===== src/rtl/ram_port_arbiter_pkg.sv =====
// Shared definitions for the two-requester RAM port arbiter: FSM encoding and
// the default byte address of RAM word 0.
package ram_port_arbiter_pkg;

    typedef enum logic [1:0] {
        IDLE   = 2'd0,
        ACCESS = 2'd1,
        DONE   = 2'd2
    } arb_state_t;

    localparam logic [31:0] BASE_ADDR_DEFAULT = 32'h1001_0000;

endpackage


===== src/rtl/ram_port_arbiter_rr_arbiter_2.sv =====
// Two-way round-robin selector: on a tie the requester not granted last wins.
module rr_arbiter_2 (
    input  logic [1:0] req,
    input  logic       last_grant,
    output logic [1:0] grant
);

    always_comb begin
        grant = 2'b00;
        if (req == 2'b11) begin
            grant = last_grant ? 2'b01 : 2'b10;
        end else begin
            grant = req;
        end
    end

endmodule


===== src/rtl/ram_port_arbiter.sv =====
// Arbitrates two requesters onto one synchronous single-port RAM port.
// Each access is IDLE -> ACCESS -> DONE, ack two cycles after the request.
module ram_port_arbiter
    import ram_port_arbiter_pkg::*;
#(
    parameter int unsigned           MEMORY_DEPTH = 32,
    parameter int unsigned           DATA_WIDTH   = 32,
    parameter logic [DATA_WIDTH-1:0] BASE_ADDR    = DATA_WIDTH'(BASE_ADDR_DEFAULT)
) (
    input  logic                  clk,
    input  logic                  rst,
    input  logic                  m0_req,
    input  logic                  m0_we,
    input  logic [DATA_WIDTH-1:0] m0_addr,
    input  logic [DATA_WIDTH-1:0] m0_wdata,
    output logic                  m0_ack,
    output logic                  m0_err,
    output logic [DATA_WIDTH-1:0] m0_rdata,
    input  logic                  m1_req,
    input  logic                  m1_we,
    input  logic [DATA_WIDTH-1:0] m1_addr,
    input  logic [DATA_WIDTH-1:0] m1_wdata,
    output logic                  m1_ack,
    output logic                  m1_err,
    output logic [DATA_WIDTH-1:0] m1_rdata,
    output logic                  ram_we,
    output logic [DATA_WIDTH-1:0] ram_addr,
    output logic [DATA_WIDTH-1:0] ram_wdata,
    input  logic [DATA_WIDTH-1:0] ram_rdata
);

    arb_state_t            state, state_next;
    logic                  last_grant;
    logic [1:0]            grant;
    logic                  lat_winner;
    logic                  lat_we;
    logic [DATA_WIDTH-1:0] lat_addr;
    logic [DATA_WIDTH-1:0] lat_wdata;
    logic                  lat_err;
    logic [DATA_WIDTH-1:0] offset;
    logic [DATA_WIDTH-1:0] word_index;
    logic                  addr_valid;

    rr_arbiter_2 u_rr (
        .req        ({m1_req, m0_req}),
        .last_grant (last_grant),
        .grant      (grant)
    );

    // Decoded from the latched address, so it is stable throughout ACCESS.
    assign offset     = lat_addr - BASE_ADDR;
    assign word_index = offset >> 2;
    assign addr_valid = (lat_addr >= BASE_ADDR) && (lat_addr[1:0] == 2'b00)
                        && (word_index < DATA_WIDTH'(MEMORY_DEPTH));

    always_ff @(posedge clk) begin
        if (rst) begin
            state <= IDLE;
        end else begin
            state <= state_next;
        end
    end

    always_ff @(posedge clk) begin
        if (rst) begin
            last_grant <= 1'b1;
            lat_winner <= 1'b0;
            lat_we     <= 1'b0;
            lat_addr   <= '0;
            lat_wdata  <= '0;
            lat_err    <= 1'b0;
        end else begin
            if (state == IDLE && grant != 2'b00) begin
                last_grant <= grant[1];
                lat_winner <= grant[1];
                lat_we     <= grant[1] ? m1_we    : m0_we;
                lat_addr   <= grant[1] ? m1_addr  : m0_addr;
                lat_wdata  <= grant[1] ? m1_wdata : m0_wdata;
            end
            if (state == ACCESS) begin
                lat_err <= !addr_valid;
            end
        end
    end

    always_comb begin
        state_next = state;
        ram_we     = 1'b0;
        ram_addr   = '0;
        ram_wdata  = '0;
        m0_ack     = 1'b0;
        m0_err     = 1'b0;
        m0_rdata   = '0;
        m1_ack     = 1'b0;
        m1_err     = 1'b0;
        m1_rdata   = '0;
        case (state)
            IDLE: begin
                if (m0_req || m1_req) begin
                    state_next = ACCESS;
                end
            end
            ACCESS: begin
                state_next = DONE;
                if (addr_valid) begin
                    ram_we    = lat_we;
                    ram_addr  = word_index;
                    ram_wdata = lat_wdata;
                end
            end
            DONE: begin
                state_next = IDLE;
                if (lat_winner) begin
                    m1_ack   = 1'b1;
                    m1_err   = lat_err;
                    m1_rdata = (!lat_we && !lat_err) ? ram_rdata : '0;
                end else begin
                    m0_ack   = 1'b1;
                    m0_err   = lat_err;
                    m0_rdata = (!lat_we && !lat_err) ? ram_rdata : '0;
                end
            end
            default: state_next = IDLE;
        endcase
    end

endmodule


===== config.mk =====
export PLATFORM = sky130hd
export DESIGN_NAME = ram_port_arbiter
export DESIGN_NICKNAME = d
export VERILOG_FILES = /design/src/rtl/ram_port_arbiter_pkg.sv /design/src/rtl/ram_port_arbiter_rr_arbiter_2.sv /design/src/rtl/ram_port_arbiter.sv
export SDC_FILE = /design/constraint.sdc
export NUM_CORES = 1
export LEC_CHECK = 0
export BUFFER_PORTS_ARGS = -buffer_cell sky130_fd_sc_hd__buf_2
export CAP_MARGIN = 20
export CORE_AREA = 2 2 116 118
export DETAILED_ROUTE_END_ITERATION = 6
export DIE_AREA = 0 0 118 120
export PLACE_DENSITY = 0.69
export SLEW_MARGIN = 20
export SYNTH_ARGS = -nofsm -noshare
export SYNTH_HDL_FRONTEND = slang
export SYNTH_SLANG_ARGS = --single-unit

===== constraint.sdc =====
create_clock -name clk -period 2.9 [get_ports clk]
set_input_delay 0.435 -clock clk [delete_from_list [all_inputs] [get_ports clk]]
set_output_delay 0.435 -clock clk [all_outputs]
set_load 0.05 [all_outputs]

# Word-level counts from Yosys, hierarchy flattened
# Cells that the tools add are included.
[totals]
inputBits = 166
reg_bits = 70
output_inout_bits = 133
[op_classes]
n_addsub = 1
muxes = 26
order_cmp = 2
n_reduce_logical = 11
n_eq_ne = 4
[ops]
columns = ["operator", "n"]
rows = [
  ["32-bit two-way mux", 9],
  ["30-bit two-way mux", 2],
  ["32-bit by 29-bit greater-or-equal comparator with 1-bit output, second input constant", 1],
  ["32-bit by 29-bit subtractor with 32-bit output, second input constant", 1],
  ["30-bit by 6-bit less-than comparator with 1-bit output, second input constant", 1],
  ["1-bit two-way mux", 11],
  ["2-bit two-way mux", 3],
  ["2-bit equality test, second input constant", 2],
  ["1-bit logical AND", 4],
  ["2-bit logical NOT", 2],
  ["2-bit case mux with 2 select lines", 1],
  ["1-bit logical NOT", 3],
  ["2-bit by 1-bit equality test with 1-bit output, second input constant", 1],
  ["2-bit by 1-bit != test with 1-bit output, second input constant", 1],
  ["2-bit nonzero test", 1],
  ["1-bit logical OR", 1],
]

# Depth between registers and ports, before layout
# Gate-level depths: netlist (run 1).
[depth]
word_depth = 5
mapped_depth = 8
depth_no_buf = 7

# By module
# From an unflattened synthesis (run 1), not the netlist that was laid out.
[unflattened]
cells_unflattened = 512
area_unflattened_um2 = 4665.7
[by_module_without_submodules]
columns = ["module", "cells_each", "n_inst", "area_per_inst_um2"]
rows = [
  ["ram_port_arbiter", 509, 1, 4647.0],
  ["rr_arbiter_2", 3, 1, 18.8],
]

# Least setup slack after synthesis (run 1)
# OpenSTA, ideal clock, no wires.
[synth_timing]
kind = "flip-flop to output port"
from = "register lat_addr[16]"
to = "output ram_wdata[10]"
slack_ns = -0.158
path_buffers = 1
required_time_ns = 2.465
stages_incl_launch_ff = 9
arrival_ns = 2.623
cell_sequence = "dfxtp_1 inv_1 ha_1 or2_2 a211o_1 a2111oi_4 nand4_4 buf_6 nor3_2"
[synth_via]
elab_chain_len = 5
[synth_lines]
columns = ["item", "line_no", "rtl"]
rows = [
  ["from (decl)", "ram_port_arbiter.sv:37", "logic [DATA_WIDTH-1:0] lat_addr;"],
  ["from (signal assigned)", "ram_port_arbiter.sv:77", "lat_addr <= grant[1] ? m1_addr : m0_addr;"],
  ["32-bit by 29-bit subtractor with 32-bit output or 32-bit by 29-bit greater-or-equal comparator with 1-bit output (tied branches)", "ram_port_arbiter.sv:51, ram_port_arbiter.sv:53", ""],
  ["30-bit by 6-bit less-than comparator with 1-bit output or 1-bit logical AND (tied branches)", "ram_port_arbiter.sv:54, ram_port_arbiter.sv:53", ""],
  ["1-bit logical AND (*)", "ram_port_arbiter.sv:54", "&& (word_index < DATA_WIDTH'(MEMORY_DEPTH));"],
  ["32-bit two-way mux (*)", "ram_port_arbiter.sv:105", "if (addr_valid) begin"],
  ["32-bit two-way mux (*)", "ram_port_arbiter.sv:97", "case (state)"],
  ["to (decl)", "ram_port_arbiter.sv:28", "output logic [DATA_WIDTH-1:0] ram_wdata,"],
]
# Every way passes the cells marked *; elsewhere a longest branch is shown, timed or not.

# Final worst setup path (run 1)
[layout_timing]
from = "register lat_addr[9]"
to = "output ram_wdata[16]"
# Same word-level chain as after synthesis.

==> reports/results.ini, run 1 <==
[detailed_routing]
via_per_inst=4.80
drc=0
antenna_left=0
firstDrtPassIters=4
routed_wl_um=15100
drt_iter0_drc=120
post_drt_wl_per_cell_um=15.4
vias=4724

[timing]
period_minus_slack_ns=3.17
drv_slew=0
worst_pin_slew_ns=0.679
setup_viol=40
fin_skew_ns=0.00688
clock.fmax_ghz=0.316
rsz0062_at_grt=true
fin_ws_ns=-0.265
finalSetupTns_ns=-7.48
hold_ws_ns=0.440
slew_headroom=0.548
hold_violations=0
fin_crit_sh=1.09

[clock_tree]
htreeDepth=3
cts_setup_buffers=0
clock-sinks=70
path_clk_slew_ns=0.06
cts_buffers=9
cts_root_buf=clkbuf_16
worstSkewPairLatency_ns=0.33
cts_max_path_buffers=2
cts_tree=yes
hold_buffers=0

[setup_path]
max_stage_delay_ns=0.52
crit_chain=or4_1 -> or4_4 -> a2111oi_4 -> nand4_4 -> buf_12 -> nor3_2 -> buf_6
arrival_ns=2.73
cp.required_ns=2.47
cp_max_fo=35
endpoint_kind=output port
cp_num_buf_inv=2
cpMaxStageDelayCell=or4_1
crit_family=simple AND/OR/NAND/NOR gates
cp-start-kind=flip-flop
worstSetupPathType=flip-flop to output port

[grt]
track_usage=0.208
antenna_found_initial=11
grt_pass1_wl_um=22800
grt_overflow=0
grt_max_degree=73
grt_pass1_vias=4323

[synth]
synth_cell_types=47
yosysTopAreaCell=dfxtp_1
synthArstFlopShare=0
ys.warnings.count=0
avgSynthCellArea_um2=8.39
synth-main-ff-cell=dfxtp_1
synth_edf_count=0
synth_area_leaders=dfxtp_1 30%, mux2i_1 14%, a211oi_1 11%
synth.top_cell.area_share=0.305
ys_seq_elements=70
syn_area_um2=4600
ys_seq_area_frac=0.305
syn_inst=548

[finish]
nets=964
synthToLayoutAreaGrowth_pct=45.3
final_common_cell=buf_2
drive_gt1_frac=0.442
mostFrequentLayoutCells=233 x buf_2, 74 x nor2_1, 70 x dfxtp_1

[pwr]
p_total_uw=3190
leakage_uw=0.00338
irDropWorstVdd_mv=0.276
p_per_area_nw_per_um2=477

[floorplan]
rows=42
start_util=0.354
ioPinCount=299
die_x_um=118
dieArea_um2=14200
core-area_um2=13000
die_y_um=120

[placement]
portBuffers=273
dp_hpwl_um=11800
post-place-ws_ns=0.0776
place.gp.congestion=0.853

[status]
violations=negative setup slack
status=complete, but fails checks

[min_path]
hp-class=input pin to flip-flop

[flow_run]
maxCapViolations=0

==> report_power, final <==
part	switching [µW]	internal, µW
clock	395	712
sequential	77.7	1080
combinational	592	334
total	1070	2120
==> cell families (layout without fill, tap and decap cells) <==
kind of cell	after synthesis	count (layout)	synth area share
other cells	1	32	0.000816
mux	65	65	0.142
flops	70	70	0.305
compound gates	85	85	0.140
fa+ha+maj	2	2	0.00544
xor+xnor	1	1	0.00191
buf+inv	117	346	0.124
simple gates	207	207	0.281
==> registers in the layout, summed over array words and instances, names as in the netlist <==
register,count
last_grant,1
lat_addr,32
lat_err,1
lat_wdata,32
lat_we,1
lat_winner,1
state,2
==> per-layer routing <==
metal,wire (µm),track usage,part of all wire,vias up
met1,6070,0.237,0.40,2074
met3,1480,0.0841,0.098,33
met2,7110,0.340,0.47,214
met4,465,0.0964,0.031,4
met5,20,0,0.0013,-
li1,-,-,-,2399
==> synthesized netlist by cell type (all sizes together) (3+ instances only) <==
cell type / count
o21a: 3
nor4: 3
nand2: 3
inv: 42
dfxtp: 70
nor2: 75
and3: 64
a211oi: 65
mux2i: 65
a21oi: 3
buf: 40
o21ai: 4
clkbuf: 35
nor3: 42
==> layout make-up <==
type / count / area [µm²]
Timing Repair Buffer: 288 / 1800
Fill cell: 1260 / 6300
Multi-Input combinational cell: 385 / 2780
Sequential cell: 70 / 1400
Clock inverter: 3 / 42.5
Antenna cell: 7 / 17.5
Tap cell: 176 / 220
Inverter: 42 / 158
Clock buffer: 13 / 260
==> worst paths after layout <==
check	from	end	slack, ns	cells after the start
worst min register to register	lat_addr[9]	lat_addr[9]	0.50	2
worst max-delay path	lat_addr[9]	ram_wdata[16]	-0.27	7
worst max register to register	lat_addr[9]	lat_err	0.66	6
worst min-delay path	m0_wdata[12]	lat_wdata[12]	0.44	3
==> through the flow <==
step	cells	utilization	cell area (µm²)
after floorplan	572	-	4700
after global placement	961	0.469	6090
after detailed placement	961	0.469	6090
after CTS	977	0.512	6650
after global routing	980	0.514	6670
final	984	0.514	6680
==> tightest hold or removal path, cell delays in order <==
cell      delay, ns
buf_2          0.09
mux2i_1        0.11
a211oi_1       0.08
==> what timing repair did <==
item / in CTS / in global routing
setup endpoints to repair: 40 / 40
resized for setup: 79 / 2
endpoints found under the hold margin: 0 / 0
No activity file was read; power rests on OpenSTA's default activity.
==> inputs of run 2 (changes only) <==
Settings changed: ABC_AREA set to 1, CORE_AREA 2 2 116 118 to 2 2 115 117, DIE_AREA 0 0 118 120 to 0 0 117 119, PLACE_DENSITY 0.69 to 0.67.
==> reports/results.ini, run 2 <==
[synth]
synth_area_leaders=dfxtp_1 32%, nand2_1 17%, a31oi_1 9.4%
synth_cell_types=26  ; -45%
synth_edf_count=0  ; unchanged
ys.warnings.count=0  ; unchanged
synth-main-ff-cell=dfxtp_1
synth.top_cell.area_share=0.323  ; +0.0180
yosysTopAreaCell=dfxtp_1
syn_inst=696  ; +27%
avgSynthCellArea_um2=6.23  ; -26%
synthArstFlopShare=0  ; unchanged
ys_seq_area_frac=0.323  ; +0.0180
syn_area_um2=4340  ; -5.6%
ys_seq_elements=70  ; unchanged
ys_top_cells_by_count=197 x nand2_1, 93 x nor2_1, 70 x dfxtp_1
synth_most_common_cell=nand2_1

[min_path]
min_from=rst
hold_depth=2  ; -1
hp-class=input pin to flip-flop

[clock_tree]
cts_buffers=9  ; unchanged
path_clk_slew_ns=0.05  ; about the same
cts_max_path_buffers=2  ; unchanged
cts_root_buf=clkbuf_16
cts_tree=yes
htreeDepth=3  ; unchanged
clock-sinks=70  ; unchanged
hold_buffers=0  ; unchanged
worstSkewPairLatency_ns=0.32  ; about the same

[status]
status=finished, final reports clean

[grt]
track_usage=0.200  ; -0.00708
grt_pass1_vias=4503  ; +4.2%
grt_max_degree=66  ; -9.6%
grt_pass1_wl_um=22000  ; -3.6%
grt_overflow=0  ; unchanged
antenna_found_initial=4  ; -7

[pwr]
irDropWorstVdd_mv=0.285  ; +3.3%
p_total_uw=2960  ; -7.1%
p_per_area_nw_per_um2=488  ; +2.3%
leakage_uw=0.00313  ; -7.3%

[setup_path]
crit_family=simple AND/OR/NAND/NOR gates
cp-start-kind=flip-flop
arrival_ns=2.28  ; -0.45 ns
max_stage_delay_ns=0.34  ; -0.18 ns
cp_max_fo=29  ; -17%
reg2reg_depth=6  ; unchanged
worstSetupPathType=flip-flop to output port
cp.depth=12  ; +5
crit_path_frequent_cell=nor2_2
endpoint_kind=output port
rr_startpoint=state[1]
cp.required_ns=2.47  ; about the same
cp_num_buf_inv=3  ; +1
cpMaxStageDelayCell=dfxtp_1
crit_path_start=lat_addr[16]
crit_chain=inv_1 -> ha_4 -> nand2_2 -> o21ai_1 -> nand2_1 -> nor2_1 -> nand3_1 -> nor2_2 -> nand3_4 -> buf_6 -> nor2_2 -> buf_2

[placement]
portBuffers=273  ; unchanged
place.gp.congestion=0.834  ; -2.3%
dp_hpwl_um=11100  ; -5.7%
post-place-ws_ns=0.333  ; +0.256 ns

[timing]
fin_crit_sh=0.938  ; -0.154
slew_headroom=0.311  ; -0.236
hold_violations=0  ; unchanged
finalSetupTns_ns=0  ; +7.48 ns
fin_skew_ns=0.00580  ; -0.00109 ns
drv_slew=0  ; unchanged
fin_ws_ns=0.181  ; +0.446 ns
worst_pin_slew_ns=1.03  ; +0.352 ns
clock.fmax_ghz=0.368  ; +16%
setup_viol=0  ; -100%
period_minus_slack_ns=2.72  ; -0.446 ns

[floorplan]
start_util=0.337  ; -0.0170
die_y_um=119  ; -0.83%
rows=42  ; unchanged
die_x_um=117  ; -0.85%
ioPinCount=299  ; unchanged
dieArea_um2=13900  ; -1.7%
core-area_um2=12900  ; -0.81%

[detailed_routing]
firstDrtPassIters=4  ; unchanged
drc=0  ; unchanged
vias=5163  ; +9.3%
post_drt_wl_per_cell_um=13.1  ; -15%
via_per_inst=4.59  ; -4.5%
antenna_left=0  ; unchanged
routed_wl_um=14800  ; -2.5%
drt_iter0_drc=238  ; +98%

[finish]
mostFrequentLayoutCells=244 x buf_2, 196 x nand2_1, 90 x nor2_1
top_regs=lat_addr x32, lat_wdata x32, state x2
final_core_util=0.471  ; -0.0433
synthToLayoutAreaGrowth_pct=39.8
drive_gt1_frac=0.374  ; -0.0684
nets=1108  ; +15%
final_common_cell=buf_2

[flow_run]
maxCapViolations=0  ; unchanged

==> run 2: changes by cell type after synthesis, sizes merged, moves of 63 or more <==
| cell | before | now |
|---|---|---|
| o21ai | 4 | 67 |
| a31oi | 1 | 65 |
| nand2 | 3 | 199 |
| mux2i | 65 | 0 |
| nor2 | 75 | 139 |
| and3 | 64 | 0 |
| a211oi | 65 | 0 |
==> run 2: cell type report <==
cell class	instances	area, µm²
Inverter	59	223
Fill cell	1393	6810
Tap cell	176	220
Multi-Input combinational cell	518	2430
Antenna cell	5	12.5
Clock buffer	12	246
Sequential cell	70	1400
Timing Repair Buffer	282	1510
Clock inverter	4	22.5
==> run 2: path summary, 6_finish.rpt <==
kind / slack, ns / endpoint
max reg2reg: 1.07 / lat_wdata[24]
min: 0.36 / state[1]
max: 0.18 / ram_wdata[6]
min reg2reg: 0.46 / last_grant
==> run 2: what timing repair did <==
action                                  in CTS  in global routing
hold endpoints to repair                     0                  0
cloned                                       0                  0
setup buffers                                0                  0
gates resized for setup                      6                 31
endpoints found under the setup margin       6                 40
==> run 2: per-stage QoR <==
step | area, µm² | hold slack [ns] | cells
floorplan | 4430 | 0.429 | 720
global placement | 5690 | 0.441 | 1105
detailed placement | 5690 | 0.455 | 1105
CTS | 5970 | 0.338 | 1121
global route | 6060 | 0.374 | 1124
finish | 6060 | 0.357 | 1126
==> run 2: report_power, final <==
part | total, µW | leakage, µW | switching [µW] | internal, µW
Combinational | 814 | 0.00242 | 547 | 267
Sequential | 1150 | 0.000582 | 72.7 | 1080
Clock | 998 | 0.000132 | 400 | 598
Total | 2960 | 0.00313 | 1020 | 1940
==> run 2: cell families after synthesis <==
logic type | after synthesis | share of synthesized area
AND/OR/NAND/NOR | 352 | 0.344
AO/OA/AOI/OAI | 135 | 0.175
buffers and inverters | 132 | 0.143
flip-flops | 70 | 0.323
XOR/XNOR | 4 | 0.00808
adder cells (fa/ha/maj) | 2 | 0.00577
other | 1 | 0.000864
==> run 2: per-layer routing <==
layer,vias up,GRT usage,routed length (µm)
met3,17,0.0351,1020
met1,2307,0.225,5890
met5,-,0,0
met4,0,0.0787,337
met2,189,0.368,7530
li1,2650,-,-
